--- src/rtl/ysyx_25070198_mem_arbiter.sv ---
`default_nettype none
// ============================================================================
// Module      : ysyx_25070198_mem_arbiter
// Description : Two-master / one-slave memory arbiter. The instruction fetch
//               unit (read-only) and the load/store unit (read/write) each own
//               a one-entry pending slot. Slots are granted round-robin and one
//               transaction at a time is issued to the slave. The response is
//               routed back to the granted master; a stalled slave is recovered
//               by a timeout that returns zero data and sets a sticky error.
// Ports       : clock, reset_n            - clock / async active-low reset
//               ifu_reqValid, ifu_raddr   - IFU request
//               ifu_respValid, ifu_rdata  - IFU response strobe / data
//               lsu_reqValid, lsu_addr, lsu_wen, lsu_wdata, lsu_wmask,
//               lsu_size                  - LSU request
//               lsu_respValid, lsu_rdata  - LSU response strobe / data
//               mem_reqValid, mem_addr, mem_wen, mem_wdata, mem_wmask,
//               mem_size                  - slave request and payload
//               mem_respValid, mem_rdata  - slave response
//               timeout_err               - sticky timeout flag
// Revision    : 1.0 - initial release
// ============================================================================
module ysyx_25070198_mem_arbiter #(
    parameter int TIMEOUT_CYCLES = 255
) (
    input  logic        clock,
    input  logic        reset_n,

    input  logic        ifu_reqValid,
    input  logic [31:0] ifu_raddr,
    output logic        ifu_respValid,
    output logic [31:0] ifu_rdata,

    input  logic        lsu_reqValid,
    input  logic [31:0] lsu_addr,
    input  logic        lsu_wen,
    input  logic [31:0] lsu_wdata,
    input  logic [3:0]  lsu_wmask,
    input  logic [1:0]  lsu_size,
    output logic        lsu_respValid,
    output logic [31:0] lsu_rdata,

    output logic        mem_reqValid,
    output logic [31:0] mem_addr,
    output logic        mem_wen,
    output logic [31:0] mem_wdata,
    output logic [3:0]  mem_wmask,
    output logic [1:0]  mem_size,
    input  logic        mem_respValid,
    input  logic [31:0] mem_rdata,

    output logic        timeout_err
);

    // Counter is at least 8 bits and wide enough to hold TIMEOUT_CYCLES.
    localparam int C_CNT_W = ($clog2(TIMEOUT_CYCLES + 1) > 8) ?
                             $clog2(TIMEOUT_CYCLES + 1) : 8;
    // The counter is 0 in the first WAIT cycle, so the TIMEOUT_CYCLES-th
    // WAIT cycle is the one where it holds TIMEOUT_CYCLES-1.
    localparam logic [C_CNT_W-1:0] C_TO_LAST = C_CNT_W'(TIMEOUT_CYCLES - 1);
    localparam logic [1:0]         C_SIZE_WORD = 2'b10;

    typedef enum logic [1:0] {
        ST_IDLE = 2'd0,
        ST_REQ  = 2'd1,
        ST_WAIT = 2'd2
    } state_t;

    // grant / last_grant encoding: 0 = IFU, 1 = LSU
    state_t               state_q,       state_d;
    logic                 grant_q,       grant_d;
    logic                 last_grant_q,  last_grant_d;
    logic [C_CNT_W-1:0]   cnt_q,         cnt_d;
    logic                 timeout_err_q, timeout_err_d;

    logic                 ifu_full_q,    ifu_full_d;
    logic [31:0]          ifu_addr_q,    ifu_addr_d;
    logic                 lsu_full_q,    lsu_full_d;
    logic [31:0]          lsu_addr_q,    lsu_addr_d;
    logic                 lsu_wen_q,     lsu_wen_d;
    logic [31:0]          lsu_wdata_q,   lsu_wdata_d;
    logic [3:0]           lsu_wmask_q,   lsu_wmask_d;
    logic [1:0]           lsu_size_q,    lsu_size_d;

    logic                 w_timeout;
    logic                 w_done;
    logic [31:0]          w_rdata;

    // A real response in the final WAIT cycle takes priority over the timeout.
    assign w_timeout = (TIMEOUT_CYCLES != 0) && (state_q == ST_WAIT) &&
                       !mem_respValid && (cnt_q == C_TO_LAST);
    assign w_done    = (state_q == ST_WAIT) && (mem_respValid || w_timeout);
    assign w_rdata   = mem_respValid ? mem_rdata : 32'h0;

    always_ff @(posedge clock or negedge reset_n) begin
        if (!reset_n) begin
            state_q       <= ST_IDLE;
            grant_q       <= 1'b0;
            last_grant_q  <= 1'b0;
            cnt_q         <= '0;
            timeout_err_q <= 1'b0;
            ifu_full_q    <= 1'b0;
            ifu_addr_q    <= 32'h0;
            lsu_full_q    <= 1'b0;
            lsu_addr_q    <= 32'h0;
            lsu_wen_q     <= 1'b0;
            lsu_wdata_q   <= 32'h0;
            lsu_wmask_q   <= 4'h0;
            lsu_size_q    <= 2'b00;
        end else begin
            state_q       <= state_d;
            grant_q       <= grant_d;
            last_grant_q  <= last_grant_d;
            cnt_q         <= cnt_d;
            timeout_err_q <= timeout_err_d;
            ifu_full_q    <= ifu_full_d;
            ifu_addr_q    <= ifu_addr_d;
            lsu_full_q    <= lsu_full_d;
            lsu_addr_q    <= lsu_addr_d;
            lsu_wen_q     <= lsu_wen_d;
            lsu_wdata_q   <= lsu_wdata_d;
            lsu_wmask_q   <= lsu_wmask_d;
            lsu_size_q    <= lsu_size_d;
        end
    end

    // Next-state, slot capture/release and arbitration.
    always_comb begin
        state_d       = state_q;
        grant_d       = grant_q;
        last_grant_d  = last_grant_q;
        cnt_d         = cnt_q;
        timeout_err_d = timeout_err_q;
        ifu_full_d    = ifu_full_q;
        ifu_addr_d    = ifu_addr_q;
        lsu_full_d    = lsu_full_q;
        lsu_addr_d    = lsu_addr_q;
        lsu_wen_d     = lsu_wen_q;
        lsu_wdata_d   = lsu_wdata_q;
        lsu_wmask_d   = lsu_wmask_q;
        lsu_size_d    = lsu_size_q;

        // Capture only into an empty slot; a held level is taken once.
        if (ifu_reqValid && !ifu_full_q) begin
            ifu_full_d = 1'b1;
            ifu_addr_d = ifu_raddr;
        end
        if (lsu_reqValid && !lsu_full_q) begin
            lsu_full_d  = 1'b1;
            lsu_addr_d  = lsu_addr;
            lsu_wen_d   = lsu_wen;
            lsu_wdata_d = lsu_wdata;
            lsu_wmask_d = lsu_wmask;
            lsu_size_d  = lsu_size;
        end

        case (state_q)
            ST_IDLE: begin
                if (ifu_full_q || lsu_full_q) begin
                    state_d = ST_REQ;
                    if (ifu_full_q && lsu_full_q) begin
                        grant_d = ~last_grant_q;
                    end else begin
                        grant_d = lsu_full_q;
                    end
                end
            end
            ST_REQ: begin
                state_d = ST_WAIT;
                cnt_d   = '0;
            end
            ST_WAIT: begin
                cnt_d = cnt_q + C_CNT_W'(1);
                if (w_done) begin
                    state_d      = ST_IDLE;
                    last_grant_d = grant_q;
                    // Slot was full, so no capture happened this cycle;
                    // a request arriving now is taken next cycle.
                    if (grant_q) begin
                        lsu_full_d = 1'b0;
                    end else begin
                        ifu_full_d = 1'b0;
                    end
                    if (w_timeout) begin
                        timeout_err_d = 1'b1;
                    end
                end
            end
            default: begin
                state_d = ST_IDLE;
            end
        endcase
    end

    // Outputs decode from state only (plus the slave response), so an
    // asynchronous reset forces them to zero immediately.
    always_comb begin
        mem_reqValid  = (state_q == ST_REQ);
        mem_addr      = 32'h0;
        mem_wen       = 1'b0;
        mem_wdata     = 32'h0;
        mem_wmask     = 4'h0;
        mem_size      = 2'b00;
        if (state_q != ST_IDLE) begin
            if (grant_q) begin
                mem_addr  = lsu_addr_q;
                mem_wen   = lsu_wen_q;
                mem_wdata = lsu_wdata_q;
                mem_wmask = lsu_wmask_q;
                mem_size  = lsu_size_q;
            end else begin
                mem_addr  = ifu_addr_q;
                mem_size  = C_SIZE_WORD;
            end
        end

        ifu_respValid = w_done && !grant_q;
        lsu_respValid = w_done &&  grant_q;
        ifu_rdata     = ifu_respValid ? w_rdata : 32'h0;
        lsu_rdata     = lsu_respValid ? w_rdata : 32'h0;
        timeout_err   = timeout_err_q;
    end

endmodule
`default_nettype wire

--- config.mk ---
export PLATFORM = sky130hd
export DESIGN_NAME = ysyx_25070198_mem_arbiter
export DESIGN_NICKNAME = d
export VERILOG_FILES = /design/src/rtl/ysyx_25070198_mem_arbiter.sv
export SDC_FILE = /design/constraint.sdc
export NUM_CORES = 1
export LEC_CHECK = 0
export ABC_AREA = 0
export CAP_MARGIN = 25
export CORE_MARGIN = 5
export CORE_UTILIZATION = 37
export CTS_CLUSTER_SIZE = 10
export DETAILED_ROUTE_END_ITERATION = 8
export PLACE_DENSITY = 0.84
export SYNTH_ARGS = -nofsm -noshare
export SYNTH_HDL_FRONTEND = slang
export SYNTH_SLANG_ARGS = --single-unit
--- constraint.sdc ---
create_clock -name clock -period 1.62 [get_ports clock]
set_clock_uncertainty 0.05 [all_clocks]
set_input_delay 0.324 -clock clock [delete_from_list [all_inputs] [get_ports clock]]
set_output_delay 0.324 -clock clock [all_outputs]
set_load 0.05 [all_outputs]
Word-level counts from Yosys, hierarchy flattened
Cells that the tools add are included.
{"block": "word_totals", "register_bits": 118, "latch_bits": 0, "ram_bits": 0, "rom_bits": 0, "in_bits": 140, "out_inout_bits": 139, "wordCells": 67, "memories": 0}
{"block": "classes", "addsub": 1, "n_mul": 0, "n_div": 0, "magnitude_cmp": 0, "n_eq_ne": 5, "shift": 0, "n_mux": 26, "n_bitwise": 1, "reduce_logical": 21}
{"op": "32-bit two-way mux", "count": 7}
{"op": "8-bit case mux with 2 select lines", "count": 1}
{"op": "1-bit two-way mux", "count": 11}
{"op": "8-bit by 1-bit adder with 8-bit output, second input constant", "count": 1}
{"op": "8-bit equality test, second input constant", "count": 1}
{"op": "1-bit logical AND", "count": 8}
{"op": "2-bit two-way mux", "count": 4}
{"op": "4-bit two-way mux", "count": 2}
{"op": "2-bit case mux with 3 select lines", "count": 1}
{"op": "2-bit AND reduction", "count": 3}
{"op": "1-bit logical NOT", "count": 4}
{"op": "2-bit inequality test, second input constant", "count": 2}
{"op": "2-bit nonzero test", "count": 2}
{"op": "3-bit AND reduction", "count": 1}
{"op": "2-bit by 1-bit equality test with 1-bit output, second input constant", "count": 1}
{"op": "2-bit equality test, second input constant", "count": 1}
{"op": "2-bit logical NOT", "count": 1}
{"op": "1-bit logical OR", "count": 2}
{"op": "1-bit NOT", "count": 1}

Logic depth before layout (Yosys ltp)
{"block": "depth", "depth_word": 7, "mapped_depth": 6}

Worst setup path after synthesis
OpenSTA, ideal clock, no wires.
{"block": "synth_path", "path_kind": "reg-to-output", "start": "register state_q[0]", "end": "output port lsu_rdata[12]", "t_arrival_ns": 1.822, "required_ns": 1.246, "setup_slack_ns": -0.576, "path_stages_with_launch": 7, "cell_sequence": "dfrtp_1 inv_1 ha_1 buf_2 nand2_1 clkbuf_1 nor2_1"}
{"block": "synth_via", "elab_chain_cells": 7}
{"element": "start, declared", "line_no": "69", "source": "state_t state_q, state_d;"}
{"element": "start signal, assigned", "line_no": "110", "source": "state_q <= state_d;"}
{"element": "2-bit equality test *", "line_no": "89, 91"}
{"element": "1-bit logical AND", "line_no": "89", "source": "assign w_timeout = (TIMEOUT_CYCLES != 0) && (state_q == ST_WAIT) &&"}
{"element": "1-bit logical AND", "line_no": "90", "source": "!mem_respValid && (cnt_q == C_TO_LAST);"}
{"element": "1-bit logical OR", "line_no": "91", "source": "assign w_done = (state_q == ST_WAIT) && (mem_respValid || w_timeout);"}
{"element": "1-bit logical AND *", "line_no": "91"}
{"element": "1-bit logical AND *", "line_no": "217", "source": "lsu_respValid = w_done && grant_q;"}
{"element": "32-bit two-way mux *", "line_no": "219", "source": "lsu_rdata = lsu_respValid ? w_rdata : 32'h0;"}
{"element": "end, declared", "line_no": "40", "source": "output logic [31:0] lsu_rdata,"}
Every way passes the cells marked *; elsewhere a longest branch is shown, timed or not.

Final worst setup path
{"block": "layout_path", "start": "register state_q[1]", "end": "output port mem_wen"}
{"block": "layout_via", "elab_chain_cells": 2}
{"element": "2-bit nonzero test", "line_no": "203", "source": "if (state_q != ST_IDLE) begin"}
{"element": "1-bit two-way mux", "line_no": "203"}
{"element": "end, declared", "line_no": "44", "source": "output logic mem_wen,"}
Every way passes these cells.

==> impl_metrics.py <==
metrics = {
    "outcome": {
        "run_status": "complete, but fails checks",
        "violations": "negative setup slack",
    },
    "setup_path": {
        "critPathCaptureType": "output pin",
        "cpMostUsedCell": "sky130_fd_sc_hd__buf_12",
        "cp-start-kind": "register",
        "critPathMaxStageDelay_ns": 0.38,
        "worst-path-buf-inv": 3,
        "critical_path.max_fanout": 19,
        "cp_slowest_cell": "sky130_fd_sc_hd__dfrtp_1",
        "critPathArrivalTime_ns": 1.79,
        "worstPathCellList": "inv_2 > ha_4 > and2b_4 > buf_12 > and2_2 > buf_12",
        "timing.critical_path.required_ns": 1.25,
        "cpLargestDelayFamily": "simple AND/OR/NAND/NOR gates",
        "setup_cp_type": "register to output pin",
    },
    "hold_path": {
        "worstHoldPathType": "primary input to asynchronous set/reset pin",
    },
    "timing": {
        "fmaxAchievable_mhz": 462,
        "setup-violations-final": 143,
        "hold_violations": 0,
        "final_period_minus_worst_setup_slack_ns": 2.17,
        "max_slew.worst_pin.slew_ns": 0.297,
        "grt_setup_unrepaired": "yes",
        "fin_crit_sh_pct": 134,
        "tns_ns": -69.19,
        "final.setup.worst_slack_ns": -0.546,
        "timing_max_transition_violations_final": 0,
        "slew-limit-headroom_pct": 79.6,
    },
    "flow_run": {
        "drv.max_cap_violation_count": 0,
    },
    "floorplanning": {
        "die_area_um2": 18500,
        "die_h_um": 136,
        "initial_utilization_pct": 37.3,
        "fp-row-count": 46,
        "chipWidth_um": 136,
        "io-pin-count": 279,
        "core_um2": 15700,
    },
    "placement": {
        "dpl_worst_slack_ns": -0.319,
        "place.gp.congestion": 0.862,
        "port-buffer-count": 278,
        "detailed_place.area_um2": 11200,
        "detailedPlacementHpwl_um": 15300,
    },
    "grt": {
        "maximum_number_of_pins_on_one_net_before_global_route_repair": 44,
        "antenna_found_initial": 0,
        "grt_util_all_layers_pct": 24.1,
        "globalRoute.totalOverflow": 0,
        "global_route_wire_length_before_repair_um": 34100,
        "first_global_vias": 6115,
    },
    "routing": {
        "routed_wl_um": 22200,
        "routed-via-count": 5392,
        "drt_pass1_iterations": 4,
        "initialDrtViolationCount": 229,
        "detail_route.drc_violations": 0,
        "route.detailed.vias_per_inst": 4.91,
        "wl_per_cell_um": 20.2,
        "drtAntennaViolNets": 0,
    },
    "finish": {
        "antenna-diode-count": 0,
        "finish.net_count": 1015,
        "fillerInstances": 845,
        "final_layout_size_suffix_gt1_share_pct": 58.1,
        "finalCoreUtilization_pct": 80.1,
        "layout-area-overhead-vs-synth_pct": 115,
        "post-route-cell-area_um2": 12600,
    },
    "cts": {
        "clkTransAtPathRegs_ns": 0.06,
        "cts_num_sinks": 118,
        "clockBufferDepth": 2,
        "clock_tree.htree_level_count": 4,
        "cts-buffers-inserted": 17,
        "clockRootBuffer": "sky130_fd_sc_hd__clkbuf_16",
        "tritoncts_clock_tree": "done",
        "clkLatencyLatePin_ns": 0.40,
    },
    "synthesis": {
        "synthesis.area_um2": 5860,
        "number_of_flops_mapped_to_enable_cells_by_yosys": 0,
        "ys_dominant_reg_cell": "sky130_fd_sc_hd__dfrtp_1",
        "synth_sequential_area_ratio_pct": 50.4,
        "syn_avg_cell_area_um2": 11.1,
        "async_reset_ff_share_pct": 100,
        "syn-num-nets": 674,
        "post_synth_main_area_contributors": "sky130_fd_sc_hd__dfrtp_1, sky130_fd_sc_hd__mux2_2, sky130_fd_sc_hd__nor2_1",
        "synth_top_area_cell": "sky130_fd_sc_hd__dfrtp_1",
        "netlist_instances": 529,
        "synthMostInstantiatedCell": "sky130_fd_sc_hd__dfrtp_1",
        "synth_top_area_share_pct": 50.4,
        "post_synth_num_cell_types": 35,
        "yosys_warnings": 0,
        "synthesis_stage_register_bit_count": 118,
        "synthTopCellsByCount": "sky130_fd_sc_hd__dfrtp_1, sky130_fd_sc_hd__mux2_2, sky130_fd_sc_hd__nor2_1",
    },
    "pwr": {
        "power_leakage_nw": 5.14,
        "pwr_density_cell_nw_per_um2": 2100,
        "vdd_drop_max_v": 0.00188,
        "fin_total_pwr_mw": 26.4,
    },
}
## worst paths after layout
kind | start | to | slack, ns | cells after the start
max | state_q[1] | mem_wen | -0.55 | 6
min | reset_n | lsu_wdata_q[0] | 0.28 | 2
max reg2reg | state_q[1] | state_q[0] | -0.18 | 7
min reg2reg | lsu_wen_q | lsu_wen_q | 0.45 | 1
max in group asynchronous | reset_n | grant_q | 0.72 | 3
min in group clock | lsu_wen_q | lsu_wen_q | 0.45 | 1
## cells by family after synthesis
family | Yosys count | share of synthesized area (%)
AO/OA/AOI/OAI | 25 | 2.90
adder cells (fa/ha/maj) | 5 | 1.07
AND/OR/NAND/NOR | 200 | 15.6
buffers and inverters | 45 | 4.69
multiplexers | 135 | 25.2
flip-flops | 118 | 50.4
XOR/XNOR | 1 | 0.149
## routing by layer
metal / wire (µm) / track usage (%)
met1: 8210 / 27.5
met4: 593 / 7.78
met3: 1150 / 5.70
met5: 0 / 0
met2: 12200 / 44.3
## sequential cells by signal, summed over array words and instances (netlist names), 2 cells and up
name and count:
ifu_addr_q 32, lsu_addr_q 32, lsu_wdata_q 32, cnt_q 8, lsu_wmask_q 4, lsu_size_q 2
state_q 2
## stage by stage
step                std cells  hold WS (ns)
global route             1099         0.297
CTS                      1094         0.283
global placement         1033         0.153
detailed placement       1033         0.150
floorplan                 529       -0.0216
finish                   1099         0.275
## layout make-up
cell class,instances,area [µm²],area share [%]
tap,216,270,2.15
timing repair buffer,358,5100,40.6
clock buffer,19,453,3.60
sequential,118,2950,23.5
inverter,8,30.0,0.239
clock inverter,13,148,1.17
multi-input combinational,367,3620,28.8
## power by group
part	total (mW)	switching, mW	internal (mW)	leakage, nW
clock	3.78	1.42	2.36	0.283
combinational	17.5	8.95	8.53	3.43
sequential	5.13	0.793	4.34	1.42
## repair_timing
action                                  CTS  global route
pin swaps                                27            12
gates cloned                              8             2
buffers inserted                         22             4
hold buffers                              1             0
endpoints found under the hold margin    11             0
gates resized for setup                  86             8
endpoints found under the setup margin  142           148
## cell usage in the layout (no fill, tap or decap), types with 4 or more instances in the layout
cell / instances
sky130_fd_sc_hd__and2_4: 37
sky130_fd_sc_hd__buf_4: 42
sky130_fd_sc_hd__mux2_2: 102
sky130_fd_sc_hd__inv_1: 4
sky130_fd_sc_hd__or3_1: 4
sky130_fd_sc_hd__dfrtp_1: 117
sky130_fd_sc_hd__nand2_1: 38
sky130_fd_sc_hd__clkdlybuf4s50_1: 138
sky130_fd_sc_hd__o211ai_1: 5
sky130_fd_sc_hd__nor2_4: 98
sky130_fd_sc_hd__buf_8: 15
sky130_fd_sc_hd__inv_2: 4
sky130_fd_sc_hd__buf_6: 16
sky130_fd_sc_hd__ha_4: 4
sky130_fd_sc_hd__buf_16: 8
sky130_fd_sc_hd__o21ai_0: 6
sky130_fd_sc_hd__mux2i_1: 31
sky130_fd_sc_hd__clkinvlp_4: 4
sky130_fd_sc_hd__buf_12: 136
sky130_fd_sc_hd__clkbuf_16: 19
(Power assumes the default switching activity.)
